--- config.mk ---
export PLATFORM = sky130hd
export DESIGN_NAME = muldiv_module
export DESIGN_NICKNAME = d
export VERILOG_FILES = /design/src/rtl/muldiv_module.sv
export SDC_FILE = /design/constraint.sdc
export NUM_CORES = 1
export LEC_CHECK = 0
export CAP_MARGIN = 0
export CELL_PAD_IN_SITES_DETAIL_PLACEMENT = 1
export CELL_PAD_IN_SITES_GLOBAL_PLACEMENT = 1
export CORE_UTILIZATION = 38
export DETAILED_ROUTE_END_ITERATION = 12
export PLACE_DENSITY_LB_ADDON = 0.1
export SLEW_MARGIN = 20
export SYNTH_ARGS = -nofsm -noshare
export SYNTH_HDL_FRONTEND = slang
export SYNTH_SLANG_ARGS = --single-unit
--- constraint.sdc ---
create_clock -name clk -period 5.71 [get_ports clk]
set_clock_uncertainty 0.2 [all_clocks]
set_input_delay 1.713 -clock clk [delete_from_list [all_inputs] [get_ports clk]]
set_output_delay 1.713 -clock clk [all_outputs]
set_load 0.03 [all_outputs]
--- src/rtl/muldiv_module.sv ---
`default_nettype none
// ============================================================================
//  Module      : muldiv_module
//  Description : Iterative MULT/MULTU/DIV/DIVU unit with HI/LO result registers
//  Revision    : 1.0 - initial release
// ============================================================================
module muldiv_module #(
   parameter int WIDTH = 32
) (
   input  logic             clk,
   input  logic             rst,
   input  logic             start,
   input  logic [1:0]       op,
   input  logic [WIDTH-1:0] A,
   input  logic [WIDTH-1:0] B,
   output logic             busy,
   output logic             done,
   output logic             div_by_zero,
   output logic [WIDTH-1:0] hi,
   output logic [WIDTH-1:0] lo
);

   localparam int CW = (WIDTH > 1) ? $clog2(WIDTH) : 1;

   typedef enum logic [1:0] {
      S_IDLE = 2'd0,
      S_CALC = 2'd1,
      S_DONE = 2'd2
   } state_t;

   state_t           state_q, state_d;
   logic [CW-1:0]    cnt_q, cnt_d;
   logic             is_div_q, is_div_d;
   logic             neg_res_q, neg_res_d;
   logic             neg_rem_q, neg_rem_d;
   logic             dbz_q, dbz_d;
   logic [WIDTH:0]   opnd_q, opnd_d;
   logic [WIDTH:0]   acc_q, acc_d;
   logic [WIDTH-1:0] mq_q, mq_d;
   logic [WIDTH-1:0] hi_q, hi_d;
   logic [WIDTH-1:0] lo_q, lo_d;
   logic             dbz_out_q, dbz_out_d;

   logic               w_a_neg, w_b_neg;
   logic [WIDTH-1:0]   w_a_mag, w_b_mag;
   logic [WIDTH+1:0]   w_add, w_msum, w_diff;
   logic [WIDTH:0]     w_shift;
   logic               w_borrow;
   logic [WIDTH:0]     w_acc_nx;
   logic [WIDTH-1:0]   w_mq_nx;
   logic [2*WIDTH-1:0] w_prod, w_prod_s;
   logic [WIDTH-1:0]   w_quo, w_rem;

   assign busy        = (state_q == S_CALC);
   assign done        = (state_q == S_DONE);
   assign div_by_zero = dbz_out_q;
   assign hi          = hi_q;
   assign lo          = lo_q;

   // Signed ops work on magnitudes; most-negative maps to 2^(WIDTH-1) unsigned.
   always_comb begin
      w_a_neg = ~op[0] & A[WIDTH-1];
      w_b_neg = ~op[0] & B[WIDTH-1];
      w_a_mag = w_a_neg ? (~A + 1'b1) : A;
      w_b_mag = w_b_neg ? (~B + 1'b1) : B;
   end

   // One iteration step: shift-add for multiply, restoring subtract for divide.
   always_comb begin
      w_add    = {1'b0, acc_q} + {1'b0, opnd_q};
      w_msum   = mq_q[0] ? w_add : {1'b0, acc_q};
      w_shift  = {acc_q[WIDTH-1:0], mq_q[WIDTH-1]};
      w_diff   = {1'b0, w_shift} - {1'b0, opnd_q};
      w_borrow = w_diff[WIDTH+1];
      if (is_div_q) begin
         w_acc_nx = w_borrow ? w_shift : w_diff[WIDTH:0];
         w_mq_nx  = {mq_q[WIDTH-2:0], ~w_borrow};
      end else begin
         w_acc_nx = w_msum[WIDTH+1:1];
         w_mq_nx  = {w_msum[0], mq_q[WIDTH-1:1]};
      end
   end

   always_comb begin
      w_prod   = {w_acc_nx[WIDTH-1:0], w_mq_nx};
      w_prod_s = neg_res_q ? (~w_prod + 1'b1) : w_prod;
      w_quo    = neg_res_q ? (~w_mq_nx + 1'b1) : w_mq_nx;
      w_rem    = neg_rem_q ? (~w_acc_nx[WIDTH-1:0] + 1'b1) : w_acc_nx[WIDTH-1:0];
   end

   always_comb begin
      state_d   = state_q;
      cnt_d     = cnt_q;
      is_div_d  = is_div_q;
      neg_res_d = neg_res_q;
      neg_rem_d = neg_rem_q;
      dbz_d     = dbz_q;
      opnd_d    = opnd_q;
      acc_d     = acc_q;
      mq_d      = mq_q;
      hi_d      = hi_q;
      lo_d      = lo_q;
      dbz_out_d = dbz_out_q;
      case (state_q)
         S_IDLE, S_DONE: begin
            if (start) begin
               state_d   = S_CALC;
               cnt_d     = '0;
               acc_d     = '0;
               is_div_d  = op[1];
               neg_res_d = w_a_neg ^ w_b_neg;
               neg_rem_d = w_a_neg;
               dbz_d     = op[1] & (B == '0);
               opnd_d    = op[1] ? {1'b0, w_b_mag} : {1'b0, w_a_mag};
               mq_d      = op[1] ? w_a_mag : w_b_mag;
            end else if (state_q == S_DONE) begin
               state_d = S_IDLE;
            end
         end
         S_CALC: begin
            acc_d = w_acc_nx;
            mq_d  = w_mq_nx;
            cnt_d = cnt_q + 1'b1;
            if (cnt_q == CW'(WIDTH - 1)) begin
               state_d   = S_DONE;
               dbz_out_d = dbz_q;
               if (is_div_q) begin
                  // Divide-by-zero leaves remainder = |A| re-signed, i.e. A itself.
                  hi_d = w_rem;
                  lo_d = dbz_q ? '1 : w_quo;
               end else begin
                  hi_d = w_prod_s[2*WIDTH-1:WIDTH];
                  lo_d = w_prod_s[WIDTH-1:0];
               end
            end
         end
         default: state_d = S_IDLE;
      endcase
   end

   always_ff @(posedge clk) begin
      if (rst) begin
         state_q   <= S_IDLE;
         cnt_q     <= '0;
         is_div_q  <= 1'b0;
         neg_res_q <= 1'b0;
         neg_rem_q <= 1'b0;
         dbz_q     <= 1'b0;
         opnd_q    <= '0;
         acc_q     <= '0;
         mq_q      <= '0;
         hi_q      <= '0;
         lo_q      <= '0;
         dbz_out_q <= 1'b0;
      end else begin
         state_q   <= state_d;
         cnt_q     <= cnt_d;
         is_div_q  <= is_div_d;
         neg_res_q <= neg_res_d;
         neg_rem_q <= neg_rem_d;
         dbz_q     <= dbz_d;
         opnd_q    <= opnd_d;
         acc_q     <= acc_d;
         mq_q      <= mq_d;
         hi_q      <= hi_d;
         lo_q      <= lo_d;
         dbz_out_q <= dbz_out_d;
      end
   end

endmodule
`default_nettype wire

==> flow_summary.ini, run 1 <==
[global_routing]
grt_max_degree = 82
grtUsageTotal_pct = 32.96
antenna_found_initial = 0
grt_pass1_vias = 17210
grt_pass1_wl_um = 104900
grt_overflow = 0

[layout]
stdcell_area_um2 = 18300
final_nets = 2398
n_antenna_cell = 0
fin_util_pct = 44.92
area_growth_pct = 16.81
drive_gt1_share_pct = 8.462
fin_cells = 2801

[sta]
slew_viol_final = 0
setup_slack_ns = 0.3400
period_needed_ns = 5.370
slew_headroom_pct = 24.16
setup_viol = 0
fin_tns_setup_ns = 0
rsz0062_at_grt = no
max_freq_mhz = 186.2
tightestPinTransition_ns = 1.131
final.period_utilization_pct = 94.04
hold_viol = 0
timing.hold.ws_ns = 0.2566

[synth]
syn-mean-instance-area_um2 = 7.226
ys_warn_count = 0
synth_flop_cell = dfxtp_1
ys_async_sr_fraction_pct = 0
syn_inst = 2168
synth_top_area_share_pct = 22.11
yosysSeqAreaShare_pct = 22.11
synth.distinct_cells = 103
synth_area_um2 = 15670
yosysTopAreaCell = dfxtp_1
synth_edf_count = 0
syn-num-nets = 2309
ys_top_cells_by_area = dfxtp_1 (22%), a21oi_1 (6.9%), nor2_1 (6.6%)
synth_seq_cells = 173

[floorplanning]
start_util_pct = 38.46
num_rows = 74
coreArea_um2 = 40740
die_x_um = 205.0
fp.dieArea_um2 = 42040
io_pins = 136
die_h_um = 205.0

[worst_setup_path]
path_cells = inv_1, ha_1, a21oi_4, o211ai_2, a221o_2, o2111ai_4, a31oi_4, inv_1, ha_1, o211ai_1, o41ai_1, buf_4, and2_0, nand4_1, a21oi_2, nand4_1, a2111oi_0, nand3_1, a31oi_1, mux2i_1, nor3_1
cp_num_buf_inv = 3
slowest_delay_ns = 0.48
path_delay_family = compound AO/OA/AOI/OAI gates
rrSetupSlack_ns = 0.34
reg2reg_to = hi[30]$_SDFFE_PP0P_
start_kind = flip-flop
cpMaxStageDelayCell = a221o_2
cp.required_ns = 5.86
worstSetupPathType = flip-flop to flip-flop
cp.arrival_ns = 5.52
reg2reg_depth = 21
cp_max_fo = 9
reg2reg_from = opnd_q[10]$_SDFFE_PP0P_
end_kind = flip-flop

[placement]
place.gp.congestion = 0.9803
port_buffers = 135
place_area_um2 = 17710
dp_hpwl_um = 54510
dpl.cell_count = 2769
post-place-ws_ns = -0.04084

[cts]
numCtsBuffers = 17
root_buffer = clkbuf_16
htree_levels = 4
clock-sinks = 173
clk_path_buf_depth = 2
cts_tree = yes
clk_pin_slew_ns = 0.08
clk_latency_ns = 0.47

[detailed_routing]
dr_total_vias = 17420
route.detailed.drc = 0
initialDrtViolationCount = 1210
drt-pass1-iter-count = 5
wl_um = 69560
wl_per_cell_um = 24.84
drtAntennaViolNets = 0
viasPerCell = 6.218

[power]
power.leakage_nw = 6.984
p_per_area_nw_per_um2 = 237.2
power_mw = 4.341
ir_drop_v = 0.0002006

[status]
status = finished, final reports clean

[worst_hold_path]
min_path_cells = 2
min_to = hi[12]$_SDFFE_PP0P_
hold_path.startpoint = hi[12]$_SDFFE_PP0P_
worstHoldPathType = flip-flop to flip-flop

[flow_run]
drv_cap = 0
how the worst max path moves through the flow:
stage	from	end	slack, ns	cells after the start
global placement	B[5]	opnd_q[30]$_SDFFE_PP0P_	0.08	13
global route	opnd_q[8]$_SDFFE_PP0P_	hi[24]$_SDFFE_PP0P_	0.05	21
finish	opnd_q[10]$_SDFFE_PP0P_	hi[30]$_SDFFE_PP0P_	0.34	21
floorplan	opnd_q[10]$_SDFFE_PP0P_	hi[24]$_SDFFE_PP0P_	0.74	22
detailed placement	B[5]	opnd_q[30]$_SDFFE_PP0P_	-0.04	13
CTS	opnd_q[18]$_SDFFE_PP0P_	hi[30]$_SDFFE_PP0P_	0.35	21
report_power, final:
part | switching [mW] | total, mW | internal [mW] | leakage, nW
sequential | 0.0749 | 1.33 | 1.25 | 1.41
clock | 0.616 | 1.20 | 0.582 | 0.283
combinational | 1.19 | 1.81 | 0.627 | 5.29
total | 1.88 | 4.34 | 2.46 | 6.98
placed cells by master (no fill, tap or decap), drive strengths merged, types with 9 or more instances in the layout:
cell type / synthesis / final
o21a: 17 / 17
nor2: 276 / 276
a221oi: 13 / 13
buf: 40 / 84
a21o: 39 / 39
xnor2: 81 / 81
nand3: 37 / 37
nand4: 24 / 24
inv: 64 / 72
nor3: 54 / 54
a31o: 9 / 9
nand3b: 12 / 12
ha: 70 / 70
clkbuf: 107 / 17
nor4: 20 / 20
dfxtp: 173 / 173
mux2: 9 / 9
o31a: 10 / 10
and3: 15 / 15
nor3b: 10 / 10
a22oi: 32 / 32
nand2: 216 / 216
or3: 17 / 17
a31oi: 32 / 32
nor2b: 16 / 16
o21ai: 108 / 108
xor2: 59 / 59
or2: 16 / 16
nand2b: 24 / 24
o31ai: 19 / 19
o211ai: 63 / 63
or4: 9 / 9
a211oi: 70 / 70
a21oi: 221 / 221
and2: 16 / 16
mux2i: 49 / 49
o41ai: 11 / 11
clkdlybuf4s50: 0 / 133
metal layers:
layer / part of all wire [%] / track usage (%) / routed length (um)
met1: 43 / 41.49 / 30020
met2: 47 / 55.43 / 32680
met3: 4.7 / 3.913 / 3291
met4: 5.1 / 16.11 / 3561
met5: 0 / 0 / 0
logic make-up (layout without fill, tap and decap cells):
logic type	count (synthesis)	in the layout	share of synthesized area [%]
flops	173	173	22.11
fa+ha+maj	72	72	5.846
mux	58	58	3.778
buf+inv	212	313	5.447
simple gates	778	778	23.40
xor+xnor	140	140	7.827
compound gates	735	735	31.60
worst min-delay path, delay by kind of cell, from the launching register on:
| kind | cells | cell delay [ns] |
|---|---|---|
| flip-flops | 1 | 0.31 |
| AND/OR/NAND/NOR | 1 | 0.05 |
| AO/OA/AOI/OAI | 1 | 0.05 |
flip-flops by register name, indices dropped and copies added (netlist names), 2 cells and up:
name     flops
mq_q        32
cnt_q        5
lo          32
hi          32
state_q      2
acc_q       33
opnd_q      32
timing repair:
action	4_1_cts	5_1_grt
endpoints found under the hold margin	0	0
hold buffers	0	0
endpoints found under the setup margin	0	3
buffers inserted	0	1
gates resized for setup	0	1
final cells by class:
type,instances,area (um2)
fillers,5149,22440
multi-input cells,1783,11380
flip-flops and latches,173,3467
repair buffers,217,1972
well taps,532,665.6
clock buffers,17,425.4
inverters,65,244.0
clock inverters,14,150.1
synth_stat cells, types with 59 or more instances:
master,n
inv_1,63
xor2_1,59
ha_1,70
a211oi_1,69
xnor2_1,81
dfxtp_1,173
nand2_1,215
nor2_1,274
o21ai_0,106
a21oi_1,215
o211ai_1,62
clkbuf_1,105
No activity file was read; power rests on OpenSTA's default activity.
==> run 2: changes to the inputs <==
--- a/config.mk
+++ b/config.mk
@@ -5,9 +5,10 @@
 export SDC_FILE = /design/constraint.sdc
 export NUM_CORES = 1
 export LEC_CHECK = 0
-export CAP_MARGIN = 0
+export CAP_MARGIN = 5
 export CELL_PAD_IN_SITES_DETAIL_PLACEMENT = 1
 export CELL_PAD_IN_SITES_GLOBAL_PLACEMENT = 1
+export CORE_MARGIN = 2
 export CORE_UTILIZATION = 38
 export DETAILED_ROUTE_END_ITERATION = 12
 export PLACE_DENSITY_LB_ADDON = 0.1
==> run 2 against run 1 <==
Compared with the run above:
- first-iteration DRC count up 22%
- setup slack better by 0.029 ns
- clock power grew 8%
- register-to-register slack improved by 0.03 ns
- routed wire length is 0.64% higher
- critical path type unchanged
==> flow_summary.ini, run 2 (synthesis results as in run 1) <==
[status]
status = finished, final reports clean

[sta]
slew_headroom_pct = 25.53
setup_slack_ns = 0.3687
period_needed_ns = 5.341
timing.hold.ws_ns = 0.2585
setup_viol = 0
tightestPinTransition_ns = 1.110
final.period_utilization_pct = 93.54
slew_viol_final = 0
hold_viol = 0
max_freq_mhz = 187.2
rsz0062_at_grt = yes

[power]
power.leakage_nw = 6.997
power_mw = 4.423
p_per_area_nw_per_um2 = 241.2
ir_drop_v = 0.0001722

[floorplanning]
start_util_pct = 38.46
io_pins = 136
coreArea_um2 = 40740
die_x_um = 207.0
fp.dieArea_um2 = 42870
num_rows = 74
die_h_um = 207.0

[detailed_routing]
dr_total_vias = 17410
route.detailed.drc = 0
wl_per_cell_um = 24.99
drt-pass1-iter-count = 5
drtAntennaViolNets = 0
initialDrtViolationCount = 1475
wl_um = 70010
viasPerCell = 6.217

[placement]
place.gp.congestion = 0.9919
post-place-ws_ns = 0.005246
dp_hpwl_um = 54760
dpl.cell_count = 2768
port_buffers = 135

[worst_setup_path]
cp_max_fo = 7
end_kind = flip-flop
reg2reg_depth = 21
reg2reg_from = opnd_q[8]$_SDFFE_PP0P_
worstSetupPathType = flip-flop to flip-flop
cp.arrival_ns = 5.53
start_kind = flip-flop
rrSetupSlack_ns = 0.37
reg2reg_to = hi[24]$_SDFFE_PP0P_
cp.required_ns = 5.90

[cts]
cts_resized = 0
cts_hold_buf = 0
clk_pin_slew_ns = 0.07
clk_path_buf_depth = 2
post_cts_buffers = 0
clk_latency_ns = 0.48
numCtsBuffers = 17
htree_levels = 4
root_buffer = clkbuf_16
clock-sinks = 173
cts_tree = yes

[global_routing]
grt_overflow = 0
grt_pass1_wl_um = 107000
grt_max_degree = 72
antenna_found_initial = 4
grtUsageTotal_pct = 32.11
grt_pass1_vias = 17450

[worst_hold_path]
worstHoldPathType = flip-flop to flip-flop
min_to = hi[9]$_SDFFE_PP0P_
min_path_cells = 2
hold_path.startpoint = hi[9]$_SDFFE_PP0P_

[flow_run]
drv_cap = 0

[layout]
largest_reg_flops = 33
final_cell_mix = nor2_1 (273), nand2_1 (215), a21oi_1 (214)
fin_util_pct = 45.02
mostFrequentLayoutCell = nor2_1
final_nets = 2396
drive_gt1_share_pct = 8.377
area_growth_pct = 17.08
top_register = acc_q
fin_cells = 2801
[run 2: cell types whose count changed in the layout (fill, tap and decap cells not counted), sizes merged]
| cell | before | now |
|---|---|---|
| clkinv | 7 | 5 |
| clkbuf | 17 | 18 |
| bufinv | 0 | 2 |
| clkinvlp | 0 | 1 |
| diode | 0 | 1 |
| buf | 84 | 82 |
| inv | 72 | 71 |
[run 2: power by group]
| part | internal [mW] | total (mW) | switching, mW |
|---|---|---|---|
| clock network | 0.682 | 1.29 | 0.605 |
| logic | 0.624 | 1.80 | 1.18 |
| registers | 1.25 | 1.34 | 0.0805 |
| total | 2.56 | 4.42 | 1.86 |
[run 2: cell type report]
type / instances / area (um2)
diodes: 1 / 2.502
flip-flops and latches: 173 / 3467
multi-input cells: 1783 / 11370
clock buffers: 18 / 439.2
inverters: 65 / 244.0
clock inverters: 14 / 193.9
fillers: 5107 / 22400
well taps: 532 / 665.6
repair buffers: 215 / 1957
[run 2: worst max-delay path by stage]
| stage | startpoint | endpoint | cells after the start |
|---|---|---|---|
| global route | opnd_q[8]$_SDFFE_PP0P_ | hi[30]$_SDFFE_PP0P_ | 21 |
| global placement | B[5] | opnd_q[30]$_SDFFE_PP0P_ | 13 |
| CTS | opnd_q[10]$_SDFFE_PP0P_ | hi[24]$_SDFFE_PP0P_ | 21 |
| floorplan | opnd_q[10]$_SDFFE_PP0P_ | hi[24]$_SDFFE_PP0P_ | 22 |
| detailed placement | B[4] | opnd_q[30]$_SDFFE_PP0P_ | 13 |
| finish | opnd_q[8]$_SDFFE_PP0P_ | hi[24]$_SDFFE_PP0P_ | 21 |
[run 2: stage by stage]
step / area [um2] / setup TNS [ns]
floorplan: 15670 / 0
global placement: 17710 / 0
detailed placement: 17710 / 0
CTS: 18340 / 0
global route: 18340 / -0.01445
finish: 18340 / 0
[run 2: metal layers]
layer / global-route usage (%) / part of all wire (%)
met3: 4.867 / 5.4
met2: 54.31 / 48
met4: 14.21 / 4.3
met1: 40.34 / 43
met5: 0 / 0.017
[run 2: critical path: stages (launching register included)]
cell and delay (ns):
dfxtp_1 0.36, inv_1 0.05, ha_1 0.38, a21oi_1 0.24, o21ai_1 0.16, a221o_2 0.44, o2111ai_4 0.29, a31oi_4 0.15
inv_1 0.16, ha_1 0.20, o211ai_1 0.17, o41ai_1 0.36, buf_4 0.17, and2_0 0.17, nand4_1 0.17, a21oi_1 0.29
nand4_1 0.18, or4_1 0.52, o21ai_0 0.09, a21oi_1 0.10, xnor2_1 0.16, a211oi_1 0.22
==> RTL edit 1: new RTL, config.mk and constraints of run 1 <==
`WIDTH`: 32 -> 16.
--- a/src/rtl/muldiv_module.sv
+++ b/src/rtl/muldiv_module.sv
@@ -7,3 +7,3 @@
 module muldiv_module #(
-   parameter int WIDTH = 32
+   parameter int WIDTH = 16
 ) (
Interface: changed (resized A, B, hi and lo); port bits go from 136 to 72. No check against the original RTL was run, so the function may have changed too.
==> RTL edit 1 against run 1 <==
  * Final cell count shrank 52%
  * Sequential cell count decreased by 81
  * Cell area decreased by 51%
  * Synthesized area down 51%
  * Worst setup slack better by 0.35 ns
  * Total power decreased by 53%
  * Via count shrank 56%
  * Global-route usage decreased by 6.6 points
  * Routed wire length down 62%
  * Largest cell class unchanged
==> RTL edit 1: results (changes against run 1) <==
[metrics] number of vias after detailed routing: 7654 (-56%)
[metrics] outcome: completed
[metrics] top cells by area, synth: sky130_fd_sc_hd__dfxtp_1 24%, sky130_fd_sc_hd__a21oi_1 6.2%, sky130_fd_sc_hd__nor2_1 6.1%
[metrics] DR WL/cell: 19.69 microns (-21%)
[metrics] sequential fraction of the synthesis area: 23.88% (+1.8 points)
[metrics] max reg flops: 17 (-48%)
[metrics] largest net degree at the start of global routing: 92 (+12%)
[metrics] number of levels in the clock H-tree: 3 (-1)
[metrics] share of post-route cells with drive strength above 1: 6.848% (-1.6 points)
[metrics] Clock Latency Late Sink: 0.36 ns (-0.11 ns)
[metrics] transition time of the tightest slew-check pin: 1.008 ns (-0.1227 ns)
[metrics] signal arrival time at the worst endpoint: 5.09 ns (-0.43 ns)
[metrics] family with the most delay on the worst path: compound AO/OA/AOI/OAI gates
[metrics] worst stage delay on the critical path: 0.48 ns (about the same)
[metrics] syn nets: 1100 (-52%)
[metrics] CP Max Fanout: 7 (-2)
[metrics] Filler Cells Inserted: 2466 (-52%)
[metrics] number of cells on the worst reg-to-reg path: 17 (-19%)
[metrics] Net Sw Frac: 37.29% (-6.0 points)
[metrics] wire length of the first global-routing pass: 42120 microns (-60%)
[metrics] number of buffers inserted during clock tree synthesis: 9 (-8)
[metrics] IR Drop Worst-Case VDD: 0.1524 mV (-24%)
[metrics] cell with the biggest individual delay on the critical path: sky130_fd_sc_hd__o41a_1
[metrics] number of port buffers: 71 (-47%)
[metrics] antenna viol nets, final: 0 (unchanged)
[metrics] post-detailed-placement half-perimeter wirelength: 20110 microns (-63%)
[metrics] power in the clock group: 0.000651 W (-46%)
[metrics] combinational share of power: 33.5% (-8.3 points)
[metrics] total global-route track usage: 26.33% (-6.6 points)
[metrics] number of distinct library cells after synthesis: 83 (-19%)
[metrics] final RePlAce weighted congestion: 0.8704 (-11%)
[metrics] number of design-rule violations left by the first detailed-router iteration: 395 (-67%)
[metrics] most common library cells after synthesis: 126 x sky130_fd_sc_hd__nor2_1, 96 x sky130_fd_sc_hd__a21oi_1, 96 x sky130_fd_sc_hd__nand2_1, 92 x sky130_fd_sc_hd__dfxtp_1
[metrics] leak pwr: 3.370 nW (-52%)
[metrics] count of cells along the worst hold path: 2 (unchanged)
[metrics] TritonRoute pass-1 iters: 4 (-1)
## RTL edit 1: path summary, 6_finish.rpt
kind,from,endpoint,slack [ns]
setup / recovery,opnd_q[14],hi[14],0.69
hold / removal,hi[0],hi[0],0.26
setup reg to reg,opnd_q[14],hi[14],0.69
hold reg to reg,hi[0],hi[0],0.26
## RTL edit 1: final cells by class
cell class	instances	area [sq um]	share of cell area, %
Timing Repair Buffer	86	818.3	9.173
Clock inverter	7	93.84	1.052
Tap cell	265	331.6	3.717
Multi-Input combinational cell	833	5463	61.23
Sequential cell	92	1843	20.66
Inverter	39	146.4	1.641
Clock buffer	9	225.2	2.525
## RTL edit 1: through the flow
| step | std cells | worst slack [ns] | total power [W] | instance area, sq um |
|---|---|---|---|---|
| after floorplan | 1024 | 1.743 | 0.001193 | 7711 |
| after global placement | 1315 | 0.7655 | 0.001396 | 8596 |
| after detailed placement | 1315 | 0.7381 | 0.001402 | 8596 |
| after CTS | 1331 | 0.7136 | 0.002058 | 8915 |
| after global routing | 1331 | 0.4219 | 0.002157 | 8921 |
| final | 1331 | 0.6856 | 0.002040 | 8921 |
## RTL edit 1: per-layer routing
layer / up-vias / share of wire [%] / GRT usage, %
met3: 19 / 4.3 / 3.510
met5: - / 0 / 0
met1: 3704 / 46 / 34.27
met2: 120 / 49 / 45.62
met4: 0 / 1.2 / 6.316
li1: 3811 / - / -
## RTL edit 1: cell families (layout without fill, tap and decap cells)
logic type / after synthesis / after routing / share of synthesized area (%)
AOI/OAI and AO/OA: 330 / 330 / 29.13
DFF: 92 / 92 / 23.88
adders and majority gates: 39 / 39 / 6.523
and+or+nand+nor: 365 / 365 / 23.02
buffers and inverters: 99 / 141 / 5.549
xor gates and xnor gates: 69 / 69 / 7.837
muxes: 30 / 30 / 4.056
==> RTL edit 2: new RTL, flow settings as in run 1 <==
Without the edit above. Register the outputs `busy` and `done`, with the module's reset; this adds one clock of latency there. The other outputs are not delayed to match.
--- a/src/rtl/muldiv_module.sv
+++ b/src/rtl/muldiv_module.sv
@@ -53,4 +53,11 @@
 
-   assign busy        = (state_q == S_CALC);
-   assign done        = (state_q == S_DONE);
+   always_ff @(posedge clk) begin
+      if (rst) begin
+         busy <= '0;
+         done <= '0;
+      end else begin
+         busy <= (state_q == S_CALC);
+         done <= (state_q == S_DONE);
+      end
+   end
    assign div_by_zero = dbz_out_q;
Function: changed (Yosys sat finds a counterexample within 4 cycles, from zero or initial values and one cycle with rst high).
==> RTL edit 2 against run 1 <==
  * Worst hold slack improved by 0.0039 ns
  * Die area fell by 2.9%
  * Worst setup slack got worse by 0.074 ns
  * Cell area fell by 1.2%
  * First-iteration DRC count rose by 7.0%
  * Synthesized area fell by 2.9%
  * Routed wire length fell by 3.3%
  * Total power fell by 3.3%
  * Core utilization rose by 1.3 points
  * Sequential cell count rose by 2
  * Critical endpoint unchanged
  * Highest routed layer unchanged
==> RTL edit 2: results (changes against run 1) <==
[metrics] sequential fraction of the synthesis area: 23.04% (+0.93 points)
[metrics] total global-route track usage: 32.87% (-0.093 points)
[metrics] CP Max Fanout: 10 (+1)
[metrics] vias in the first global route: 17291 (+0.45%)
[metrics] met1 GRT Util: 41.66% (+0.17 points)
[metrics] start point of the worst hold path: hi[21]
[metrics] IR Drop Worst-Case VDD: 0.2225 mV (+11%)
[metrics] post-detailed-placement half-perimeter wirelength: 52270 microns (-4.1%)
[metrics] most common library cells after synthesis: 235 x sky130_fd_sc_hd__nor2_1, 210 x sky130_fd_sc_hd__nand2_1, 209 x sky130_fd_sc_hd__a21oi_1, 175 x sky130_fd_sc_hd__dfxtp_1, 133 x sky130_fd_sc_hd__o21ai_0
[metrics] outcome: completed
[metrics] number of design-rule violations left by the first detailed-router iteration: 1295 (+7.0%)
[metrics] top cells by area, synth: sky130_fd_sc_hd__dfxtp_1 23%, sky130_fd_sc_hd__a21oi_1 6.9%, sky130_fd_sc_hd__nor2_1 5.8%
[metrics] final wirelength: 67240 microns (-3.3%)
[metrics] complex-gate fraction of the synthesized area: 31.45% (-0.14 points)
[metrics] length of routed met2 wiring: 32100 microns (-1.8%)
[metrics] # placed instances: 2717 (-1.9%)
[metrics] Non-Clock Buffer Area Fraction: 11.74% (+0.96 points)
[metrics] xor and xnor area share after synthesis: 8.236% (+0.41 points)
[metrics] post-place setup slack: 0.2210 ns (+0.2619 ns)
[metrics] share of post-route cells with drive strength above 1: 8.744% (+0.28 points)
[metrics] smallest hold slack: 0.2606 ns (+0.003932 ns)
[metrics] post-synthesis instance total: 2093 (-3.5%)
[metrics] worst stage delay on the critical path: 0.53 ns (+0.05 ns)
[metrics] multiplexer fraction of the synthesized cell area: 3.842% (+0.065 points)
[metrics] DR WL/cell: 24.47 microns (-1.5%)
[metrics] number of distinct library cells after synthesis: 87 (-16%)
[metrics] leak pwr: 6.952 nW (-0.46%)
[metrics] DRT met1 WL: 28970 microns (-3.5%)
[metrics] crit path launch: opnd_q[11]
[metrics] nonclk buf count: 237 (+9.2%)
[metrics] signal arrival time at the worst endpoint: 5.53 ns (about the same)
[metrics] routed vias/inst: 6.195 (-0.36%)
[metrics] Register Area: 3507 sq um (+1.2%)
[metrics] met2 track demand over resource in global routing: 56.22% (+0.79 points)
==> RTL edit 2: cell count changes in the layout (fill, tap and decap cells not counted), moves of 10 or more <==
cell	delta
sky130_fd_sc_hd__a22oi_1	-14
sky130_fd_sc_hd__mux2_2	+10
sky130_fd_sc_hd__a211oi_1	-17
sky130_fd_sc_hd__nor2_1	-39
sky130_fd_sc_hd__inv_1	+12
sky130_fd_sc_hd__mux2i_1	-12
sky130_fd_sc_hd__a21o_1	-14
sky130_fd_sc_hd__xnor2_1	+11
sky130_fd_sc_hd__o211ai_1	-19
sky130_fd_sc_hd__buf_4	+20
sky130_fd_sc_hd__o21ai_0	+27
sky130_fd_sc_hd__a22o_1	+20
==> RTL edit 2: power by group <==
part	internal [W]	total [W]	switching [W]
sequential	0.00127	0.00134	0.0000706
combinational	0.000600	0.00168	0.00108
clock	0.000579	0.00118	0.000605
total	0.00245	0.00420	0.00175
